## config.mk

```make
export PLATFORM = sky130hd
export DESIGN_NAME = mem_stage_sram
export DESIGN_NICKNAME = d
export VERILOG_FILES = /design/src/rtl/mem_stage_sram.sv
export SDC_FILE = /design/constraint.sdc
export NUM_CORES = 1
export LEC_CHECK = 0
export BUFFER_PORTS_ARGS = -buffer_cell sky130_fd_sc_hd__buf_2
export CAP_MARGIN = 20
export CORE_UTILIZATION = 40
export DETAILED_ROUTE_END_ITERATION = 8
export GPL_TIMING_DRIVEN = 0
export PLACE_DENSITY_LB_ADDON = 0.3
export SYNTH_ARGS = -nofsm -noshare
export SYNTH_HDL_FRONTEND = slang
export SYNTH_SLANG_ARGS = --single-unit
```

## constraint.sdc

```tcl
create_clock -name clk -period 2.24 [get_ports clk]
set_clock_uncertainty 0.15 [all_clocks]
set_input_delay 0.336 -clock clk [delete_from_list [all_inputs] [get_ports clk]]
set_output_delay 0.336 -clock clk [all_outputs]
set_load 0.02 [all_outputs]
```

## src/rtl/mem_stage_sram.sv

```systemverilog
// MIPS memory stage: 32-bit loads/stores over a 16-bit asynchronous SRAM,
// each half-access held for WAIT_CYCLES clocks while ready freezes the pipeline.
module mem_stage_sram #(
  parameter logic [31:0] BASE_ADDR   = 32'd1024,
  parameter int unsigned WAIT_CYCLES = 2
) (
  input  logic        clk,
  input  logic        rst,
  input  logic        MEM_R_EN,
  input  logic        MEM_W_EN,
  input  logic [31:0] ALU_result,
  input  logic [31:0] Src2_Val,
  output logic [31:0] Mem_read_value,
  output logic        ready,
  output logic [17:0] SRAM_ADDR,
  output logic [15:0] SRAM_DQ_OUT,
  output logic        SRAM_DQ_OE,
  input  logic [15:0] SRAM_DQ_IN,
  output logic        SRAM_WE_N
);

  typedef enum logic [2:0] {
    S_IDLE,
    S_RD_LO,
    S_RD_HI,
    S_WR_LO,
    S_WR_HI,
    S_DONE
  } state_t;

  localparam logic [3:0] LAST_CNT = 4'(WAIT_CYCLES - 1);

  state_t      r_state;
  logic [3:0]  r_cnt;
  logic [15:0] r_lo_buf;
  logic [31:0] r_rd_val;
  logic        w_last;
  logic [16:0] w_word;

  assign w_last = (r_cnt == LAST_CNT);
  // Offset wraps modulo 2^32; only offset[18:2] selects the SRAM word.
  assign w_word = 17'((ALU_result - BASE_ADDR) >> 2);
  assign Mem_read_value = r_rd_val;

  always_ff @(posedge clk or negedge rst) begin
    if (!rst) begin
      r_state  <= S_IDLE;
      r_cnt    <= '0;
      r_lo_buf <= '0;
      r_rd_val <= '0;
    end else begin
      case (r_state)
        S_IDLE: begin
          r_cnt <= '0;
          if (MEM_W_EN)      r_state <= S_WR_LO;
          else if (MEM_R_EN) r_state <= S_RD_LO;
        end
        S_RD_LO: begin
          if (w_last) begin
            r_lo_buf <= SRAM_DQ_IN;
            r_state  <= S_RD_HI;
            r_cnt    <= '0;
          end else begin
            r_cnt <= r_cnt + 4'd1;
          end
        end
        S_RD_HI: begin
          if (w_last) begin
            r_rd_val <= {SRAM_DQ_IN, r_lo_buf};
            r_state  <= S_DONE;
            r_cnt    <= '0;
          end else begin
            r_cnt <= r_cnt + 4'd1;
          end
        end
        S_WR_LO: begin
          if (w_last) begin
            r_state <= S_WR_HI;
            r_cnt   <= '0;
          end else begin
            r_cnt <= r_cnt + 4'd1;
          end
        end
        S_WR_HI: begin
          if (w_last) begin
            r_state <= S_DONE;
            r_cnt   <= '0;
          end else begin
            r_cnt <= r_cnt + 4'd1;
          end
        end
        S_DONE: begin
          r_state <= S_IDLE;
          r_cnt   <= '0;
        end
        default: begin
          r_state <= S_IDLE;
          r_cnt   <= '0;
        end
      endcase
    end
  end

  always_comb begin
    ready       = 1'b0;
    SRAM_ADDR   = '0;
    SRAM_DQ_OUT = '0;
    SRAM_DQ_OE  = 1'b0;
    SRAM_WE_N   = 1'b1;
    case (r_state)
      S_IDLE:  ready = !(MEM_R_EN || MEM_W_EN);
      S_DONE:  ready = 1'b1;
      S_RD_LO: SRAM_ADDR = {w_word, 1'b0};
      S_RD_HI: SRAM_ADDR = {w_word, 1'b1};
      S_WR_LO: begin
        SRAM_ADDR   = {w_word, 1'b0};
        SRAM_DQ_OUT = Src2_Val[15:0];
        SRAM_DQ_OE  = 1'b1;
        SRAM_WE_N   = 1'b0;
      end
      S_WR_HI: begin
        SRAM_ADDR   = {w_word, 1'b1};
        SRAM_DQ_OUT = Src2_Val[31:16];
        SRAM_DQ_OE  = 1'b1;
        SRAM_WE_N   = 1'b0;
      end
      default: ready = 1'b0;
    endcase
  end

endmodule

```

# Word-level counts from Yosys, hierarchy flattened
# Cells that the tools add are included.
dict set report totals {
  reg_bits 55
  in_bits 84
  out_inout_bits 69
  word_cells 39
}
dict set report classes {
  add_sub_neg 2
  n_eq_ne 10
  n_mux 13
  reduce_logical 10
}
# operator n
set ops {}
lappend ops {{18-bit case mux with 2 select lines} 1}
lappend ops {{16-bit case mux with 2 select lines} 1}
lappend ops {{19-bit by 11-bit subtractor with 19-bit output, second input constant} 1}
lappend ops {{3-bit 2-to-1 mux} 5}
lappend ops {{3-bit case mux with 4 select lines} 1}
lappend ops {{4-bit 2-to-1 mux} 2}
lappend ops {{3-bit by 2-bit equality test with 1-bit output, second input constant} 2}
lappend ops {{3-bit equality test, second input constant} 2}
lappend ops {{2-bit OR reduction} 3}
lappend ops {{4-bit by 1-bit adder with 4-bit output, second input constant} 1}
lappend ops {{4-bit by 1-bit equality test with 1-bit output, second input constant} 1}
lappend ops {{2-bit != test, second input constant} 2}
lappend ops {{2-bit AND reduction} 2}
lappend ops {{4-bit AND reduction} 1}
lappend ops {{4-bit OR reduction} 1}
lappend ops {{3-bit by 1-bit equality test with 1-bit output, second input constant} 1}
lappend ops {{3-bit logical NOT} 1}
lappend ops {{3-bit != test, second input constant} 1}
lappend ops {{1-bit 2-to-1 mux} 2}
lappend ops {{2-bit by 1-bit != test with 1-bit output, second input constant} 1}
lappend ops {{1-bit case mux with 2 select lines} 1}
lappend ops {{1-bit logical NOT} 1}
lappend ops {{1-bit logical OR} 1}

# Logic depth before layout (Yosys ltp)
dict set report depth {
  depth_word 4
  depth_mapped 7
  ltp_nobuf 5
}

# Worst setup path after synthesis
# Ideal clock, no wire load.
dict set report synth_path {
  kind {reg2out}
  startpoint {reg r_state[2]}
  endpoint {out SRAM_DQ_OUT[0]}
  arrival_ps 1619
  required_ps 1754
  setup_slack_ps 135
  stages_incl_launch_ff 6
  path_buffers 2
  path_cell_list {dfrtp_1 > clkbuf_1 > nand2b_1 > nor2_1 > clkbuf_1 > a22o_1}
}
dict set report synth_via {
  elab_chain_len 2
  elab_cells_between_ends 3
  classes_between {eq/ne (2); mux (1)}
}
# item line
set synth_lines {}
lappend synth_lines {{from (decl)} 33} ;# state_t r_state;
lappend synth_lines {{from (signal assigned)} 47} ;# r_state <= S_IDLE;
lappend synth_lines {{from (signal assigned)} 55} ;# if (MEM_W_EN) r_state <= S_WR_LO;
lappend synth_lines {{from (signal assigned)} 56} ;# else if (MEM_R_EN) r_state <= S_RD_LO;
lappend synth_lines {{3-bit equality test or 3-bit by 2-bit equality test with 1-bit output (tied branches)} 110} ;# case (r_state)
lappend synth_lines {{16-bit case mux with 2 select lines (*)} 110}
lappend synth_lines {{to (decl)} 16} ;# output logic [15:0] SRAM_DQ_OUT,
# Every way passes the cells marked *; elsewhere a longest branch is shown, timed or not.

# Worst setup path in the final report
dict set report layout_path {
  startpoint {reg r_cnt[1]}
  endpoint {reg r_rd_val[1], in the netlist Mem_read_value[1]}
}
dict set report layout_via {
  elab_chain_len 2
}
# item line
set layout_lines {}
lappend layout_lines {{from (decl)} 34} ;# logic [3:0] r_cnt;
lappend layout_lines {{from (signal assigned)} 64} ;# r_cnt <= r_cnt + 4'd1;
lappend layout_lines {{from (signal assigned)} 73} ;# r_cnt <= r_cnt + 4'd1;
lappend layout_lines {{from (signal assigned)} 81} ;# r_cnt <= r_cnt + 4'd1;
lappend layout_lines {{4-bit by 1-bit equality test with 1-bit output} 40} ;# assign w_last = (r_cnt == LAST_CNT);
lappend layout_lines {{2-bit AND reduction (no source line)} --}
lappend layout_lines {{to (signal assigned)} 69} ;# r_rd_val <= {SRAM_DQ_IN, r_lo_buf};
lappend layout_lines {{to (decl)} 36} ;# logic [31:0] r_rd_val;
# No other way between the ends.
# A chain may end at the register's enable or synchronous reset.

==> impl_summary.txt <==
----------------------------------------------------
[Worst setup path]
  Number of cell instances on the worst register-to-register path ... 6
  Endpoint kind of the worst setup timing path ... register
  CP max stage cell ... or3b_4
  Critical path startpoint ... r_cnt[1]
  Worst R2R Start ... r_cnt[1]
  Worst path required time ... 2.28 ns
  Capturing instance or port of the critical path ... Mem_read_value[1]
  Category of cells accounting for the largest share of critical-path delay ... simple AND/OR/NAND/NOR gates
  Data arrival at the endpoint of the critical path ... 2.22 ns
  Cells traversed along the worst timing path ... inv_1 -> ha_2 -> or3b_4 -> or3_4 -> buf_6 -> mux2_4
  Number of logic stages on the critical path including buffering ... 6
  Category of the critical setup timing path ... reg -> reg
  Terminus of the critical flop-to-flop path ... Mem_read_value[1]
  Largest fanout on the critical path ... 10
  Startpoint class of the critical path ... register
  Setup slack of the worst register-to-register path ... 0.06 ns
  Number of buffer and inverter instances along the worst setup path ... 2
  Crit-path max cell delay ... 0.41 ns

[Global route]
  Largest net degree at the start of global routing ... 33
  GR Util met2 ... 34.5%
  All-Layer GR Usage ... 18.5%
  Vias in the first global route ... 2275
  Total overflow reported by the global router ... 0
  Grt peak-use layer ... met2
  Wire length of the first global-routing pass ... 10600 um
  GR Layer Usage met3 ... 2.53%
  GR Layer Usage met1 ... 21.8%
  Number of antenna violations at the first check in global routing ... 0

[Pwr]
  Cell Int Power ... 3420 uW
  Highest ir drop seen on vdd ... 0.660 mV
  Clock network fraction of design power ... 11.1%
  Sequential share of power ... 31.5%
  Total power after layout ... 5770 uW
  Power Dens Cells ... 1520 nW/um^2
  Switching part of the total ... 40.7%
  Combinational power share ... 57.3%
  Reported leakage power ... 0.00204 uW
  Psw ... 2350 uW

[Floorplanning]
  Standard-cell rows ... 29
  Total die area ... 7260 sq um
  Overall die height ... 85.2 um
  Effective utilization at floorplan ... 42.4%
  Core region area ... 6530 sq um
  Horizontal die dimension ... 85.2 um
  Io pins ... 153

[Synthesis]
  Dominant combinational cell family by area after synthesis ... multiplexers
  Flop and latch count out of synthesis ... 55
  Post-synthesis async set-or-reset flop share ... 100%
  Adder-cell share of the synthesized area ... 1.36%
  Number of flops mapped to enable cells by yosys ... 0
  Commonest cells in the synthesized netlist ... dfrtp_1, mux2_4, a22o_1
  Multiplexer share of the synthesized area ... 24.9%
  Number of distinct library cell variants in the gate-level netlist after synthesis ... 32
  Cell type with the highest aggregate area in the netlist ... dfrtp_1
  Simple-gate portion of the synthesized area ... 9.62%
  Fraction of the mapped netlist area in compound gates ... 8.36%
  Sequential fraction of the synthesis area ... 49.7%
  Synthesized netlist cell count ... 207
  Leading post-synthesis cells by cell area ... dfrtp_1, mux2_4, a22o_1
  Warnings, synthesis ... 0
  Most repeated cell in the gate-level netlist after synthesis ... dfrtp_1
  Area share of the leading cell type in the synthesized netlist ... 49.7%
  Number of nets produced by synthesis ... 294
  Mean instance size in the synthesized netlist ... 13.4 sq um
  Post-synthesis share of cell area spent on xor and xnor gates ... 2.21%
  Combined area of all synthesized cells ... 2770 sq um
  Most used DFF post-synth ... dfrtp_1

[Timing]
  Transition time at the pin with the least slew margin ... 0.736 ns
  Top achievable clock speed ... 0.460 GHz
  Final hold violation count ... 0
  Period utilization ... 97.1%
  Max-slew headroom ... 50.8%
  Aggregate negative setup slack ... 0 ns
  Minimum period implied by the final worst setup slack ... 2.18 ns
  Crit path setup slack, layout ... 0.0642 ns
  Final Max Tran Viols ... 0
  Total of endpoints with negative setup slack in the final report ... 0

[Placed design]
  Setup Slack @ Placement ... -0.254 ns
  RD Place Congestion ... 0.850
  Port bufs ... 137
  Post-detail-place hpwl ... 4850 um

[Routing]
  Remaining routing DRC violations ... 0
  Antenna violation net count after detailed routing ... 0
  Total via count in the routed design ... 2163
  Initial DRC count ... 50
  Vias per inst ... 4.96
  Detailed-routing iteration count for the pre-antenna-repair pass ... 4
  Post-Route WL ... 6470 um
  Detail-routed net length per standard cell ... 14.8 um

[Clock network]
  # clock sinks ... 55
  Clock tree from TritonCTS ... built
  Clock transition at the register clock pins on the worst setup and hold paths after CTS ... 0.10 ns
  Maximum clock insertion buffer count ... 2
  Clock latency of the later-clocked register in the worst-skew pair ... 0.30 ns
  Clk Tree Root Cell ... clkbuf_8
  Num CTS Buffers ... 5
  Clock H-tree levels ... 2

[Hold path]
  Class of the worst hold path ... in -> reg
  Cell depth of the worst min-delay path ... 2
  Beginning of the worst hold path ... SRAM_DQ_IN[2]

[Run]
  Max-capacitance violation count ... 0

[Status]
  Outcome ... finished, final reports clean

[Cells and area]
  Layout net count ... 446
  Area growth syn-to-layout ... 37.1%
  FILL cells ... 547
  Ant diodes ... 0
  Fraction of final layout cells sized beyond drive strength 1 ... 61.8%

----------------------------------------------------
## kinds of logic (layout without fill, tap and decap cells)
| logic type | after synthesis | count (layout) |
|---|---|---|
| AO/OA/AOI/OAI | 30 | 30 |
| multiplexers | 48 | 48 |
| buffers and inverters | 16 | 168 |
| AND/OR/NAND/NOR | 48 | 48 |
| XOR/XNOR | 7 | 7 |
| flip-flops | 55 | 55 |
| adder cells (fa/ha/maj) | 3 | 3 |
## registers in the layout, indices dropped and copies added (netlist names)
| register | count |
|---|---|
| r_cnt | 4 |
| r_lo_buf | 16 |
| r_state | 3 |
| Mem_read_value | 32 |
## power by group through the flow
stage               registers [uW]  logic (uW)  clock network [uW]
floorplan                     2120        1890                   0
global placement              1780        3110                   0
detailed placement            1810        3160                   0
CTS                           1820        3220                 666
global route                  1880        3540                 695
finish                        1820        3310                 642
## how the worst min path moves through the flow
| stage | slack (ns) | end |
|---|---|---|
| after CTS | 0.11 | r_lo_buf[9] |
| final | 0.13 | r_lo_buf[2] |
| after global routing | 0.12 | Mem_read_value[21] |
| after floorplan | -0.11 | Mem_read_value[0] |
| after detailed placement | 0.22 | Mem_read_value[25] |
| after global placement | 0.33 | Mem_read_value[1] |
## through the flow
step                std cells  util, %  cell area (sq um)  hold slack [ns]
floorplan                 207        -               2770           -0.110
global placement          421     54.4               3550            0.331
detailed placement        422     54.7               3570            0.215
CTS                       431     57.2               3730            0.114
global route              436     58.1               3790            0.115
finish                    436     58.1               3790            0.128
## repair_timing
action / in CTS / in global routing
endpoints found under the hold margin: 23 / 0
gates resized for setup: 13 / 11
hold buffers: 1 / 0
pin swaps: 1 / 1
setup endpoints to repair: 30 / 74
setup buffers: 2 / 7
## layout by cell type (no fill, tap or decap), types with 2 or more instances in the layout
| cell type | count |
|---|---|
| buf_4 | 10 |
| buf_2 | 137 |
| nand2b_1 | 2 |
| xnor2_1 | 5 |
| nor3_1 | 6 |
| nand2_1 | 3 |
| dfrtp_1 | 52 |
| a22o_1 | 16 |
| a21oi_1 | 6 |
| mux2_4 | 40 |
| nor2_4 | 2 |
| clkbuf_8 | 5 |
| or3_4 | 2 |
| nor3b_1 | 2 |
| nor2_1 | 10 |
| ha_1 | 2 |
| or3_1 | 2 |
| mux2_2 | 8 |
| and2_1 | 9 |
| dfrtp_2 | 3 |
| nand3_1 | 2 |
| nor4_1 | 2 |
| buf_6 | 3 |
| o41ai_1 | 2 |
| buf_12 | 2 |
| clkbuf_4 | 3 |
| inv_1 | 5 |
## per-layer routing
layer	vias up	routed length [um]
li1	1045	-
met1	1021	2700
met2	95	3380
met3	2	351
met4	0	40
met5	-	0
## final cells by class
type,count,area (sq um),area share (%)
inverter,5,18.8,0.495
multi-input combinational,136,1330,34.9
sequential,55,1380,36.4
tap,77,96.3,2.54
timing repair buffer,148,783,20.6
clock buffer,5,68.8,1.81
clock inverter,2,37.5,0.989
buffer,8,83.8,2.21
No activity file was read; power rests on OpenSTA's default activity.
